$ cat config.mk
export PLATFORM = sky130hd
export DESIGN_NAME = midi_uart_rx_fifo
export DESIGN_NICKNAME = d
export VERILOG_FILES = /design/src/rtl/midi_uart_rx_fifo.sv
export SDC_FILE = /design/constraint.sdc
export NUM_CORES = 1
export LEC_CHECK = 0
export ABC_AREA = 1
export BUFFER_PORTS_ARGS = -buffer_cell sky130_fd_sc_hd__buf_2
export CAP_MARGIN = 20
export CORE_MARGIN = 2
export CORE_UTILIZATION = 55
export CTS_BUF_LIST = sky130_fd_sc_hd__clkbuf_16
export DETAILED_ROUTE_END_ITERATION = 7
export PLACE_DENSITY = 0.84
export SETUP_SLACK_MARGIN = 0.1
export SLEW_MARGIN = 20
export SYNTH_ARGS = -nofsm -noshare
export SYNTH_HDL_FRONTEND = slang
export SYNTH_SLANG_ARGS = --single-unit
$ cat constraint.sdc
create_clock -name clk -period 2 [get_ports clk]
set_input_delay 0.1 -clock clk [delete_from_list [all_inputs] [get_ports clk]]
set_output_delay 0.1 -clock clk [all_outputs]
set_load 0.01 [all_outputs]
$ cat src/rtl/midi_uart_rx_fifo.sv
`timescale 1ns/1ps
// ---------------------------------------------------------------------------
// midi_uart_rx_fifo
//   Serial receiver for the MIDI / PicoBlaze front end. A 16x oversampled
//   receiver with 3-sample majority voting per bit, false-start rejection,
//   optional odd/even parity, sticky error flags, and a first-word-fall-through
//   receive FIFO feeding the PicoBlaze / voice-allocator input port.
//
// Ports
//   clk         in   1            system clock, all logic on posedge
//   reset       in   1            asynchronous, active-high; clears all state
//   rxd         in   1            serial input, idle high, asynchronous to clk
//   dout        out  DATA_BITS    FIFO head entry; meaningful while valid=1
//   valid       out  1            FIFO not empty
//   rd          in   1            pop FIFO head on this edge; ignored when empty
//   level       out  FIFO_AW+1    number of entries held, 0..2**FIFO_AW
//   busy        out  1            frame reception in progress
//   frame_err   out  1            sticky: stop bit sampled low
//   parity_err  out  1            sticky: parity mismatch
//   overrun     out  1            sticky: good byte arrived while FIFO full
//   clr_err     in   1            synchronous clear of the three sticky errors
// ---------------------------------------------------------------------------
module midi_uart_rx_fifo #(
    parameter int CLK_DIV   = 100,
    parameter int DATA_BITS = 8,
    parameter int PARITY    = 0,
    parameter int FIFO_AW   = 2
) (
    input  logic                 clk,
    input  logic                 reset,
    input  logic                 rxd,
    output logic [DATA_BITS-1:0] dout,
    output logic                 valid,
    input  logic                 rd,
    output logic [FIFO_AW:0]     level,
    output logic                 busy,
    output logic                 frame_err,
    output logic                 parity_err,
    output logic                 overrun,
    input  logic                 clr_err
);

    localparam int CNT_W = (CLK_DIV > 1) ? $clog2(CLK_DIV) : 1;
    localparam int BIT_W = $clog2(DATA_BITS);
    localparam int DEPTH = 1 << FIFO_AW;

    localparam logic [CNT_W-1:0]   CNT_LAST = CNT_W'(CLK_DIV - 1);
    localparam logic [CNT_W-1:0]   CNT_ONE  = CNT_W'(1);
    localparam logic [BIT_W-1:0]   BIT_LAST = BIT_W'(DATA_BITS - 1);
    localparam logic [BIT_W-1:0]   BIT_ONE  = BIT_W'(1);
    localparam logic [FIFO_AW-1:0] PTR_ONE  = FIFO_AW'(1);
    localparam logic [FIFO_AW:0]   LVL_ONE  = {{FIFO_AW{1'b0}}, 1'b1};
    localparam logic [FIFO_AW:0]   LVL_FULL = {1'b1, {FIFO_AW{1'b0}}};

    typedef enum logic [2:0] {
        ST_IDLE   = 3'd0,
        ST_START  = 3'd1,
        ST_DATA   = 3'd2,
        ST_PARITY = 3'd3,
        ST_STOP   = 3'd4,
        ST_BREAK  = 3'd5
    } state_t;

    // Majority of three samples.
    function automatic logic maj3(input logic a, input logic b, input logic c);
        return (a & b) | (a & c) | (b & c);
    endfunction

    // True when the received parity bit matches the configured parity mode.
    function automatic logic parity_ok(input logic [DATA_BITS-1:0] data, input logic pbit);
        logic ones_odd;
        logic ok;
        ones_odd = (^data) ^ pbit;
        case (PARITY)
            32'sd1:  ok = ones_odd;
            32'sd2:  ok = ~ones_odd;
            default: ok = 1'b1;
        endcase
        return ok;
    endfunction

    // Registers
    logic                 sync1_q, sync2_q;
    logic [CNT_W-1:0]     tick_cnt_q;
    logic [3:0]           phase_q, phase_d;
    logic                 prev_q, prev_d;
    logic                 s7_q, s7_d, s8_q, s8_d;
    state_t               state_q, state_d;
    logic [BIT_W-1:0]     bit_cnt_q, bit_cnt_d;
    logic [DATA_BITS-1:0] shift_q, shift_d;
    logic                 par_ok_q, par_ok_d;
    logic [DATA_BITS-1:0] mem_q [DEPTH];
    logic [FIFO_AW-1:0]   wr_ptr_q, wr_ptr_d, rd_ptr_q, rd_ptr_d;
    logic [FIFO_AW:0]     level_q, level_d;
    logic [DATA_BITS-1:0] dout_q, dout_d;
    logic                 valid_q, busy_q;
    logic                 frame_err_q, frame_err_d;
    logic                 parity_err_q, parity_err_d;
    logic                 overrun_q, overrun_d;

    // Combinational strobes
    logic rs_s, tick_s, vote_s;
    logic push_s, set_fe_s, set_pe_s;
    logic pop_s, full_s, push_ok_s, set_ovr_s;

    assign rs_s   = sync2_q;
    assign tick_s = (tick_cnt_q == CNT_LAST);
    // At the phase-9 tick the third sample is the live synchronised value.
    assign vote_s = maj3(s7_q, s8_q, rs_s);

    // Two-flop synchroniser for the asynchronous serial input; idles high.
    always_ff @(posedge clk or posedge reset) begin
        if (reset) begin
            sync1_q <= 1'b1;
            sync2_q <= 1'b1;
        end else begin
            sync1_q <= rxd;
            sync2_q <= sync1_q;
        end
    end

    // Free-running oversample tick divider.
    always_ff @(posedge clk or posedge reset) begin
        if (reset) begin
            tick_cnt_q <= '0;
        end else if (tick_s) begin
            tick_cnt_q <= '0;
        end else begin
            tick_cnt_q <= tick_cnt_q + CNT_ONE;
        end
    end

    // Receiver FSM next-state, sampling and bit assembly.
    always_comb begin
        state_d   = state_q;
        prev_d    = prev_q;
        s7_d      = s7_q;
        s8_d      = s8_q;
        bit_cnt_d = bit_cnt_q;
        shift_d   = shift_q;
        par_ok_d  = par_ok_q;
        push_s    = 1'b0;
        set_fe_s  = 1'b0;
        set_pe_s  = 1'b0;
        if (tick_s) begin
            phase_d = phase_q + 4'd1;
        end else begin
            phase_d = phase_q;
        end

        if (tick_s) begin
            prev_d = rs_s;
            case (phase_q)
                4'd7:    s7_d = rs_s;
                4'd8:    s8_d = rs_s;
                default: s7_d = s7_q;
            endcase

            case (state_q)
                ST_IDLE: begin
                    // Falling edge between two ticks marks a start; phase 0 is re-anchored here.
                    if (!rs_s && prev_q) begin
                        state_d = ST_START;
                        phase_d = 4'd0;
                    end else begin
                        state_d = ST_IDLE;
                    end
                end
                ST_START: begin
                    if (phase_q == 4'd9 && vote_s) begin
                        state_d = ST_IDLE;
                    end else if (phase_q == 4'd15) begin
                        state_d   = ST_DATA;
                        bit_cnt_d = '0;
                        par_ok_d  = 1'b1;
                    end else begin
                        state_d = ST_START;
                    end
                end
                ST_DATA: begin
                    if (phase_q == 4'd9) begin
                        shift_d = {vote_s, shift_q[DATA_BITS-1:1]};
                    end else if (phase_q == 4'd15) begin
                        if (bit_cnt_q == BIT_LAST) begin
                            state_d = (PARITY != 32'sd0) ? ST_PARITY : ST_STOP;
                        end else begin
                            bit_cnt_d = bit_cnt_q + BIT_ONE;
                        end
                    end else begin
                        state_d = ST_DATA;
                    end
                end
                ST_PARITY: begin
                    if (phase_q == 4'd9) begin
                        par_ok_d = parity_ok(shift_q, vote_s);
                    end else if (phase_q == 4'd15) begin
                        state_d = ST_STOP;
                    end else begin
                        state_d = ST_PARITY;
                    end
                end
                ST_STOP: begin
                    // Exiting at mid-stop leaves half a bit to catch the next start edge.
                    if (phase_q == 4'd9) begin
                        if (vote_s) begin
                            state_d = ST_IDLE;
                            if (par_ok_q) begin
                                push_s = 1'b1;
                            end else begin
                                set_pe_s = 1'b1;
                            end
                        end else begin
                            state_d  = ST_BREAK;
                            set_fe_s = 1'b1;
                        end
                    end else begin
                        state_d = ST_STOP;
                    end
                end
                ST_BREAK: begin
                    if (rs_s) begin
                        state_d = ST_IDLE;
                    end else begin
                        state_d = ST_BREAK;
                    end
                end
                default: state_d = ST_IDLE;
            endcase
        end else begin
            state_d = state_q;
        end
    end

    // Receiver FSM and sampling registers. prev resets low so a line that is
    // already low when reset releases cannot look like a fresh start edge.
    always_ff @(posedge clk or posedge reset) begin
        if (reset) begin
            state_q   <= ST_IDLE;
            phase_q   <= 4'd0;
            prev_q    <= 1'b0;
            s7_q      <= 1'b1;
            s8_q      <= 1'b1;
            bit_cnt_q <= '0;
            shift_q   <= '0;
            par_ok_q  <= 1'b1;
        end else begin
            state_q   <= state_d;
            phase_q   <= phase_d;
            prev_q    <= prev_d;
            s7_q      <= s7_d;
            s8_q      <= s8_d;
            bit_cnt_q <= bit_cnt_d;
            shift_q   <= shift_d;
            par_ok_q  <= par_ok_d;
        end
    end

    // FIFO control: push/pop arbitration, level and next head value.
    always_comb begin
        pop_s     = rd && (level_q != '0);
        full_s    = (level_q == LVL_FULL);
        // A simultaneous pop frees the slot, so a push into a full FIFO still lands.
        push_ok_s = push_s && (!full_s || pop_s);
        set_ovr_s = push_s && full_s && !pop_s;

        if (push_ok_s) begin
            wr_ptr_d = wr_ptr_q + PTR_ONE;
        end else begin
            wr_ptr_d = wr_ptr_q;
        end
        if (pop_s) begin
            rd_ptr_d = rd_ptr_q + PTR_ONE;
        end else begin
            rd_ptr_d = rd_ptr_q;
        end

        case ({push_ok_s, pop_s})
            2'b10:   level_d = level_q + LVL_ONE;
            2'b01:   level_d = level_q - LVL_ONE;
            default: level_d = level_q;
        endcase

        // Head after this edge: the byte being written if it lands at the new head slot.
        if (level_d == '0) begin
            dout_d = '0;
        end else if (push_ok_s && (wr_ptr_q == rd_ptr_d)) begin
            dout_d = shift_q;
        end else begin
            dout_d = mem_q[rd_ptr_d];
        end
    end

    // FIFO storage, pointers and registered FIFO-facing outputs.
    always_ff @(posedge clk or posedge reset) begin
        if (reset) begin
            for (int i = 0; i < DEPTH; i++) begin
                mem_q[i] <= '0;
            end
            wr_ptr_q <= '0;
            rd_ptr_q <= '0;
            level_q  <= '0;
            dout_q   <= '0;
            valid_q  <= 1'b0;
            busy_q   <= 1'b0;
        end else begin
            if (push_ok_s) begin
                mem_q[wr_ptr_q] <= shift_q;
            end
            wr_ptr_q <= wr_ptr_d;
            rd_ptr_q <= rd_ptr_d;
            level_q  <= level_d;
            dout_q   <= dout_d;
            valid_q  <= (level_d != '0);
            busy_q   <= (state_d != ST_IDLE);
        end
    end

    // Sticky error next-state; a set in the same cycle as clr_err wins.
    always_comb begin
        if (clr_err) begin
            frame_err_d  = 1'b0;
            parity_err_d = 1'b0;
            overrun_d    = 1'b0;
        end else begin
            frame_err_d  = frame_err_q;
            parity_err_d = parity_err_q;
            overrun_d    = overrun_q;
        end
        if (set_fe_s) begin
            frame_err_d = 1'b1;
        end else begin
            frame_err_d = frame_err_d;
        end
        if (set_pe_s) begin
            parity_err_d = 1'b1;
        end else begin
            parity_err_d = parity_err_d;
        end
        if (set_ovr_s) begin
            overrun_d = 1'b1;
        end else begin
            overrun_d = overrun_d;
        end
    end

    // Sticky error registers.
    always_ff @(posedge clk or posedge reset) begin
        if (reset) begin
            frame_err_q  <= 1'b0;
            parity_err_q <= 1'b0;
            overrun_q    <= 1'b0;
        end else begin
            frame_err_q  <= frame_err_d;
            parity_err_q <= parity_err_d;
            overrun_q    <= overrun_d;
        end
    end

    assign dout       = dout_q;
    assign valid      = valid_q;
    assign level      = level_q;
    assign busy       = busy_q;
    assign frame_err  = frame_err_q;
    assign parity_err = parity_err_q;
    assign overrun    = overrun_q;

endmodule

==> metrics <==
status complete, but fails checks; violated checks setup timing; CP required 2.23 ns; largest cells by area after synthesis dfrtp_1, nand2_1, nand3_1; RSZ-0062 raised after global routing true; H-tree depth 3; fin util 0.714; Tot Pwr 0.00550 W; vias per cell 6.00; post-synthesis mux area share 0; input/output buffers 19; Arrival @ worst endpoint 2.35 ns; syn avg cell area 8.81 um2; latest clock arrival within the worst-skew pair 0.35 ns; Register-to-Register Path Depth 11; die height 90.1 um; Tmin final 2.12 ns; Routed WL per cell 18.1 um; top post-synthesis cells by count nand2_1, dfrtp_1, inv_1, nand3_1, nor2_1; r2r setup slk -0.12 ns; storage element area 0.00203 mm2; Finish-stage setup viols 37; synthesized area 0.00408 mm2; First-pass DRT Iterations 6; Ys Warns 0; Syn Inst Count 463; fmax 0.472 GHz; compound-gate portion of the synthesized area 0.113; Final ANT Viol Nets 0; Leak Pwr 2.37 nW; die width 90.1 um; share of layout cells above drive strength 1 0.333; RR Startpoint s7_q; Simple-Gate Fraction of Synth Area 0.285; register clock-pin slew on the reported worst setup and hold paths 0.07 ns; largest family of logic cells by synthesized area simple AND/OR/NAND/NOR gates; GRT overflow 0; Max-cap violations 0; Top FF cell, synth dfrtp_1; Diodes inserted 0; fillers 476; Rows 31; WHS Path Cells 4; flops & latches, synth 81; XOR/XNOR share of the synthesized area 0.00644; largest net degree at the start of global routing 82; Tcrit/Tclk final 1.06; Routed WL 11.3 mm; CP Class flip-flop to flip-flop; TritonCTS clock tree built; Synth cell types 37; CP max stage cell dfstp_2; CTS root buffer clkbuf_16; HP Class input port to flip-flop; Final HPWL DP 5.75 mm; VDD IR-drop max 739 uV; CORE AREA 0.00721 mm2; CP max FO 5; Seq/Total Area, Yosys 0.498; Tot GR Track Use 0.248; WHS Endpoint overrun; Hold Fails Final Rpt 0; Nets 537; Final GP Congestion 0.865; skew final 0.00884 ns; EDFF count, synth 0; RR Endpoint dout[1]; vias in the first global route 3373; Critical Path Sink Type flip-flop; initial DRC count 494; Hold Startpoint rd; clk buf depth 2; Max stage delay on crit path 0.55 ns; Ports 21; CP dominant cell by count nand2_4; Post-Synth Adder-Cell Area 0.0356; asr flop ratio synth 1.00; first-pass GRT wire length 16.2 mm; Fin Setup TNS -1.89 ns; initial antenna violation count 0; Post-Place Worst Slack -0.0419 ns; Mapped Nets 479; CTS Sinks 81; Pwr Density 1070 mW/mm2; top-area cell type share of the netlist area 0.472; top-count cell post-synth nand2_1; die area 0.00812 mm2; starting density of the core 0.566; area of the multi-input gates 0.00212 mm2; fin. max-slew vios 0; sequence of cells on the critical path or2_0 > nand2_1 > nor2_4 > nand2_4 > nand2_4 > inv_2 > fa_2 > nand2_2 > nand2_4 > nor2_4 > a21oi_2; via count 3751; cts bufs inserted 9; post-synth top area cell dfrtp_1; final worst slack -0.118 ns; P&R area growth vs syn 26.2%; CP Launch Type flip-flop; DRC errors left 0
## cell usage in the layout (no fill, tap or decap), types with 3 or more instances in the layout
cell type,instances
a21oi_1,9
a21oi_2,8
buf_2,19
buf_4,22
buf_6,3
clkbuf_16,9
dfrtp_1,77
dfstp_2,4
dlygate4sd3_1,3
ha_1,9
inv_1,36
inv_2,11
nand2_1,102
nand2_2,24
nand2_4,15
nand2_8,8
nand3_1,41
nand3_4,3
nand4_1,12
nor2_1,22
nor2_4,6
o21ai_0,19
o21ai_1,8
o21ai_2,25
o22ai_1,3
## sequential cells by signal, summed over array words and instances (netlist names), named ones only
signal,flops
level,3
rd_ptr_q,2
wr_ptr_q,2
dout,8
s8_q,1
rs_s,1
sync1_q,1
state_q,3
shift_q,8
mem_q,32
frame_err,1
valid,1
tick_cnt_q,7
bit_cnt_q,3
phase_q,3
s7_q,1
overrun,1
prev_q,1
busy,1
## power by group
group,leakage (nW),internal [W],switching [W]
Clock,0.159,0.00109,0.000687
Sequential,1.07,0.00176,0.0000839
Combinational,1.14,0.000570,0.00131
## through the flow
stage | instance area, um2 | hold WS, ns | cells
global placement | 4370 | 0.213 | 588
floorplan | 4090 | 0.104 | 463
global route | 5150 | 0.287 | 625
CTS | 4790 | 0.238 | 611
finish | 5150 | 0.237 | 625
detailed placement | 4370 | 0.217 | 588
## worst max path at each step
stage | cells past startpoint | to | slack (ns) | startpoint
after detailed placement | 13 | dout[3] | -0.04 | tick_cnt_q[1]
after global placement | 13 | dout[3] | 0.05 | tick_cnt_q[1]
after CTS | 13 | dout[3] | -0.04 | tick_cnt_q[0]
after floorplan | 13 | dout[1] | -0.04 | tick_cnt_q[0]
final | 11 | dout[1] | -0.12 | s7_q
after global routing | 12 | dout[1] | -0.20 | phase_q[1]
## routing by layer
metal / vias up / wire, um / part of all wire / GRT usage
met5: - / 0 / 0 / 0
met4: 0 / 551 / 0.049 / 0.119
met3: 68 / 985 / 0.087 / 0.0335
met2: 259 / 5390 / 0.48 / 0.404
met1: 1784 / 4390 / 0.39 / 0.329
li1: 1640 / - / - / -
## worst max-delay path: cells and delay by family (launching register included)
| family | cells | cell delay, ns |
|---|---|---|
| AOI/OAI and AO/OA | 1 | 0.09 |
| and+or+nand+nor | 8 | 0.92 |
| DFF | 1 | 0.55 |
| adders and majority gates | 1 | 0.41 |
| buffers and inverters | 1 | 0.04 |
## logic make-up after synthesis
group	count (synthesis)
and+or+nand+nor	234
DFF	81
AOI/OAI and AO/OA	76
buffers and inverters	57
adders and majority gates	11
xor gates and xnor gates	3
other	1
## cell type report
cell class	instances	share of cell area
clock inverters	7	0.0182
inverters	49	0.0372
well taps	99	0.0241
clock buffers	9	0.0437
multi-input cells	331	0.411
repair buffers	49	0.0707
flip-flops and latches	81	0.395
## timing repair
action                                  in CTS  in global routing
endpoints found under the setup margin      10                 44
endpoints found under the hold margin       80                  0
hold buffers                                 3                  0
pin swaps                                    5                 22
gates resized for setup                     14                 55
gates cloned                                 2                  4
buffers inserted                             2                 10
Power figures use the tool's default switching activity.
